--- config.mk ---
export PLATFORM = sky130hd
export DESIGN_NAME = doc_uart_streamer
export DESIGN_NICKNAME = d
export VERILOG_FILES = /design/src/rtl/doc_uart_streamer.sv
export SDC_FILE = /design/constraint.sdc
export NUM_CORES = 1
export LEC_CHECK = 0
export ABC_CLOCK_PERIOD_IN_PS = 2430
export CORE_MARGIN = 1
export CORE_UTILIZATION = 35
export CTS_CLUSTER_SIZE = 14
export DETAILED_ROUTE_END_ITERATION = 8
export GPL_TIMING_DRIVEN = 0
export SLEW_MARGIN = 10
export SYNTH_ARGS = -nofsm -noshare
export SYNTH_HDL_FRONTEND = slang
export SYNTH_SLANG_ARGS = --single-unit
--- constraint.sdc ---
create_clock -name clk -period 2.43 [get_ports clk]
set_input_delay 0.3645 -clock clk [delete_from_list [all_inputs] [get_ports clk]]
set_output_delay 0.3645 -clock clk [all_outputs]
set_load 0.005 [all_outputs]
--- src/rtl/doc_uart_streamer.sv ---
// Streams the character document row by row out of a UART transmitter.
// Trailing blank cells can be trimmed, and every row ends with CR LF.
module doc_uart_streamer #(
    parameter int         CLKS_PER_BIT = 868,
    parameter int         ROW_W        = 4,
    parameter int         COL_W        = 5,
    parameter int         ROWS         = 15,
    parameter int         COLS         = 20,
    parameter logic [7:0] BLANK        = 8'h00,
    parameter bit         TRIM         = 1'b1,
    parameter int         PARITY       = 0,
    parameter int         STOP_BITS    = 1
) (
    input  logic                   clk,
    input  logic                   rst,
    input  logic                   send,
    input  logic                   abort,
    input  logic [7:0]             read_data,
    output logic                   read_en,
    output logic [ROW_W+COL_W-1:0] read_addr,
    output logic                   RsTx,
    output logic                   busy,
    output logic                   done
);

    localparam int                CNT_W      = $clog2(CLKS_PER_BIT);
    localparam int                FRAME_BITS = 10 + ((PARITY != 0) ? 1 : 0) + (STOP_BITS - 1);
    localparam logic [CNT_W-1:0]  CNT_LAST   = CNT_W'(CLKS_PER_BIT - 1);
    localparam logic [3:0]        BIT_LAST   = 4'(FRAME_BITS - 1);
    localparam logic [ROW_W-1:0]  ROW_LAST   = ROW_W'(ROWS - 1);
    localparam logic [COL_W-1:0]  COL_LAST   = COL_W'(COLS - 1);
    localparam logic [7:0]        CHR_CR     = 8'h0D;
    localparam logic [7:0]        CHR_LF     = 8'h0A;
    localparam logic [7:0]        CHR_SP     = 8'h20;

    typedef enum logic [2:0] {
        S_IDLE, S_SCAN, S_FETCH, S_TX, S_CR, S_LF, S_FINISH
    } state_t;

    state_t           state, state_next;
    logic [ROW_W-1:0] row, row_next;
    logic [COL_W-1:0] col, col_next;
    logic [COL_W-1:0] last, last_next;
    logic [COL_W-1:0] col_end;
    logic [CNT_W-1:0] cyc_cnt;
    logic [3:0]       bit_cnt;
    logic [11:0]      shreg;
    logic             abort_pend;
    logic             abort_req;
    logic             in_frame;
    logic             frame_end;
    logic             load;
    logic [7:0]       load_byte;

    // Full frame image, LSB first on the wire; unused upper bits stay at
    // the idle/stop level so shifting in ones leaves the line high.
    function automatic logic [11:0] build_frame(input logic [7:0] data);
        logic [11:0] f;
        f      = '1;
        f[0]   = 1'b0;
        f[8:1] = data;
        if (PARITY == 1)
            f[9] = ^data;
        else if (PARITY == 2)
            f[9] = ~^data;
        return f;
    endfunction

    assign in_frame  = (state == S_TX) || (state == S_CR) || (state == S_LF);
    assign frame_end = in_frame && (cyc_cnt == CNT_LAST) && (bit_cnt == BIT_LAST);
    assign abort_req = abort | abort_pend;
    assign col_end   = TRIM ? last : COL_LAST;

    assign RsTx      = shreg[0];
    assign busy      = (state != S_IDLE);
    assign read_addr = {row, col};

    always_comb begin
        // NOTE: every output of this block gets a default first, so no path
        // leaves a signal unassigned and no latch is inferred.
        state_next = state;
        row_next   = row;
        col_next   = col;
        last_next  = last;
        load       = 1'b0;
        load_byte  = CHR_CR;
        read_en    = 1'b0;
        done       = 1'b0;
        case (state)
            S_IDLE: begin
                if (send) begin
                    row_next = '0;
                    if (TRIM) begin
                        col_next   = COL_LAST;
                        state_next = S_SCAN;
                    end else begin
                        col_next   = '0;
                        state_next = S_FETCH;
                    end
                end
            end
            S_SCAN: begin
                read_en = 1'b1;
                if (abort_req) begin
                    state_next = S_IDLE;
                end else if (read_data != BLANK) begin
                    last_next  = col;
                    col_next   = '0;
                    state_next = S_FETCH;
                end else if (col == '0) begin
                    load       = 1'b1;
                    load_byte  = CHR_CR;
                    state_next = S_CR;
                end else begin
                    col_next = col - COL_W'(1);
                end
            end
            S_FETCH: begin
                read_en = 1'b1;
                if (abort_req) begin
                    state_next = S_IDLE;
                end else begin
                    load       = 1'b1;
                    load_byte  = (read_data == BLANK) ? CHR_SP : read_data;
                    state_next = S_TX;
                end
            end
            S_TX: begin
                if (frame_end) begin
                    if (abort_req) begin
                        state_next = S_IDLE;
                    end else if (col == col_end) begin
                        load       = 1'b1;
                        load_byte  = CHR_CR;
                        state_next = S_CR;
                    end else begin
                        col_next   = col + COL_W'(1);
                        state_next = S_FETCH;
                    end
                end
            end
            S_CR: begin
                if (frame_end) begin
                    if (abort_req) begin
                        state_next = S_IDLE;
                    end else begin
                        load       = 1'b1;
                        load_byte  = CHR_LF;
                        state_next = S_LF;
                    end
                end
            end
            S_LF: begin
                if (frame_end) begin
                    if (abort_req) begin
                        state_next = S_IDLE;
                    end else if (row == ROW_LAST) begin
                        state_next = S_FINISH;
                    end else begin
                        row_next   = row + ROW_W'(1);
                        col_next   = TRIM ? COL_LAST : '0;
                        state_next = TRIM ? S_SCAN : S_FETCH;
                    end
                end
            end
            S_FINISH: begin
                done       = 1'b1;
                state_next = S_IDLE;
            end
            default: state_next = S_IDLE;
        endcase
    end

    // NOTE: sequential state uses non-blocking assignments only, so every
    // register samples the pre-edge values regardless of statement order.
    always_ff @(posedge clk or posedge rst) begin
        if (rst) begin
            state      <= S_IDLE;
            row        <= '0;
            col        <= '0;
            last       <= '0;
            cyc_cnt    <= '0;
            bit_cnt    <= '0;
            shreg      <= '1;
            abort_pend <= 1'b0;
        end else begin
            state <= state_next;
            row   <= row_next;
            col   <= col_next;
            last  <= last_next;
            // An abort seen while busy is held until the machine parks in IDLE.
            if (state_next == S_IDLE)
                abort_pend <= 1'b0;
            else if (abort && (state != S_IDLE))
                abort_pend <= 1'b1;
            if (load) begin
                shreg   <= build_frame(load_byte);
                cyc_cnt <= '0;
                bit_cnt <= '0;
            end else if (in_frame) begin
                if (cyc_cnt == CNT_LAST) begin
                    cyc_cnt <= '0;
                    bit_cnt <= bit_cnt + 4'd1;
                    shreg   <= {1'b1, shreg[11:1]};
                end else begin
                    cyc_cnt <= cyc_cnt + CNT_W'(1);
                end
            end
        end
    end

endmodule
==> qor.csv <==
metric,value,unit
layout overhead on the synthesized area,21.47,%
DRC marker count from the first detailed-route iteration,176,
"Clk Latency, worst-skew pair",300,ps
post-detailed-placement half-perimeter wirelength,4320,um
CTS Buf Count,5,
initial core utilization,37.17,%
number of synthesized flops with an enable pin,0,
netlist area before placement,0.002581,mm2
setup repair after global routing missed its margin,false,
final wirelength,6069,um
unique cell type count in the Yosys netlist,56,
diodes inserted,0,
global route total overflow,0,
critical path launch point type,flip-flop,
RePlAce Congestion,0.7737,
Worst path max stage delay,390,ps
"Max FO, Critical Path",10,
Routed WL per cell,14.69,um
Global Route Usage Sum,17.05,%
reg2reg path depth,11,
sequential area share after synthesis,40.18,%
main flop type after synthesis,dfrtp_1,
number of top-level pins,25,
standard cell with the maximum stage delay on the critical path,dfrtp_1,
WP data arrival,2500,ps
measured slew at the worst slew-check pin,698.7,ps
final non-filler cell total,413,
post-synthesis net count,301,
cells traversed along the worst timing path,ha_2 > nand4b_1 > buf_4 > nor4_4 > buf_4 > buf_4 > and2_1 > or3_1 > buf_6 > buf_8 > a211oi_2,
number of maximum-capacitance constraint violations,0,
most repeated library cell on the critical path,buf_4,
residual antenna-violating net count after detailed routing,0,
final count of negative-setup-slack endpoints,0,
Max Clk Rate,437.0,MHz
clock slew at the register clock pins of the worst setup and hold paths,80,ps
ratio of final minimum period to clock period,94.16,%
count of synthesis-stage warnings from yosys,0,
TritonCTS clock tree,done,
H-tree lvl count,2,
area fraction of the dominant cell type after synthesis,31.02,%
die footprint,0.007722,mm2
placed instance count,402,
class of the worst hold path,in -> async,
average via count per standard cell,5.373,
number of antenna violations at the first check in global routing,0,
port bufs,24,
number of nets in the finished design,336,
remaining max-slew budget at the tightest pin,52.22,%
crit path kind,reg -> reg,
library cell used as clock root buffer,clkbuf_8,
minimum period implied by the final worst setup slack,2288,ps
cell with the most instances after synthesis,dfrtp_1,
via total after detailed routing,2219,
most area-hungry cell type in the Yosys netlist,dfrtp_1,
Yosys reg bits,41,
Core ar.,0.006944,mm2
Vert. Die Dim,87.88,um
met1 capacity usage during global routing,24.13,%
utilization after layout,45.15,%
Worst VDD drop,0.0004217,V
post-synthesis average cell area,9.186,um2
Setup crit end kind,flip-flop,
maximum number of pins on one net before global-route repair,28,
origin of the critical flop-to-flop path,cyc_cnt[0],
cell types with the highest counts after synthesis,"32 x dfrtp_1, 28 x nor2_1, 23 x nand2_1",
Final Instance Area,0.003136,mm2
internal reg-to-reg setup slack,140,ps
PD cells,962.2,mW/mm2
number of sinks handled by clock tree synthesis,41,
first-pass GRT wire length,10070,um
largest cells by area after synthesis,"dfrtp_1 31%, dfstp_2 9.2%, nor2_1 4.1%",
met3 Usage GRT,3.299,%
most used routing layer,met2,
maximum buffer depth of the clock tree,2,
status,"complete, no violations",
Max Slew Vio Count,0,
drt drc,0,
Post-CTS Hold Buffers,0,
number of hold violations in the final report,0,
Clock Skews,8.137,ps
std cell rows,30,
total placed instance area,0.002962,mm2
fill cell instance count of the final layout,684,
Post-Syn Instances,281,
post-synthesis async set-or-reset flop share,100.0,%
RR Endpoint,bit_cnt[1],
static leakage,1.279,nW
fraction of layout cells with a size suffix above 1,17.67,%
final worst hold slack,336.0,ps
data required time of the worst path,2650,ps
number of global-route vias before repair,2068,
routing usage on met2,26.22,%
Die X-Extent,87.88,um
drt first pass iters,4,
==> registers in the layout, summed over array words and instances (netlist names) <==
| name | count |
|---|---|
| row | 4 |
| abort_pend | 1 |
| col | 5 |
| cyc_cnt | 10 |
| col_end | 5 |
| shreg | 9 |
| state | 3 |
| bit_cnt | 4 |
==> metrics by stage <==
step           total power [mW]  setup TNS, ps  setup slack [ps]
6_report                  3.017              0             141.9
5_1_grt                   3.247              0             4.454
4_1_cts                   3.022              0             13.22
3_5_place_dp              2.524          -8613            -429.7
3_3_place_gp              2.492          -7563            -385.9
2_1_floorplan             2.096              0             149.7
==> what timing repair did <==
action | in CTS | in global routing
buffers inserted | 5 | 0
resized for setup | 7 | 10
pin swaps | 2 | 2
setup endpoints to repair | 26 | 26
==> worst max path at each step <==
stage / start / end / slack, ps / cells after the start
global route: cyc_cnt[0] / bit_cnt[1] / 4 / 11
global placement: read_data[5] / bit_cnt[1] / -390 / 8
detailed placement: read_data[5] / bit_cnt[1] / -430 / 8
finish: cyc_cnt[0] / bit_cnt[1] / 140 / 11
floorplan: col[0] / bit_cnt[1] / 150 / 8
CTS: cyc_cnt[2] / bit_cnt[1] / 10 / 7
==> per-layer routing <==
metal	vias up	part of all wire (%)
met3	7	5.8
met2	64	43
met4	0	1.3
li1	1082	-
met5	-	0
met1	1066	50
==> critical path: cells and delay by family, from the launching register on <==
family                     cells  cell delay, ps
buffers and inverters          5             750
DFF                            1             390
adders and majority gates      1             210
and+or+nand+nor                4             710
AOI/OAI and AO/OA              1             140
==> area by class of cell <==
cell class                 count  area [um2]  area share [%]
buffer                        10       67.56           2.155
tap                           96       120.1           3.831
clock buffer                   6       72.57           2.314
multi-input combinational    216        1484           47.33
sequential                    41        1039           33.12
inverter                      12       45.04           1.437
clock inverter                 2       10.01          0.3192
timing repair buffer          30       297.8           9.497
==> layout by cell type, fill, tap and decap left out, types with 4 or more instances in the layout <==
master	instances
xnor2_1	12
nor2_1	28
nor3_1	16
nand4_1	6
xor2_1	6
clkdlybuf4s50_1	24
mux2i_1	7
and3_1	6
dfstp_2	9
mux2_2	6
or2_2	4
nor2b_1	4
buf_4	5
ha_1	7
clkbuf_8	5
a21oi_1	14
nand2_1	23
dfrtp_1	31
o21ai_0	14
inv_1	10
nand3_1	9
==> kinds of logic (layout without fill, tap and decap cells) <==
kind of cell             after synthesis  after routing  share of synthesized area (%)
flip-flops                            41             41                          40.18
multiplexers                          13             13                          5.332
adder cells (fa/ha/maj)                8              8                          3.878
buffers and inverters                 24             60                          4.411
AO/OA/AOI/OAI                         58             58                          15.03
AND/OR/NAND/NOR                      119            119                          25.06
XOR/XNOR                              18             18                          6.108
==> power breakdown <==
part           switching [mW]  internal, mW  total, mW
clock network           0.246         0.199      0.445
logic                   0.743         0.655       1.40
registers               0.223         0.951       1.17
Power figures use the tool's default switching activity.
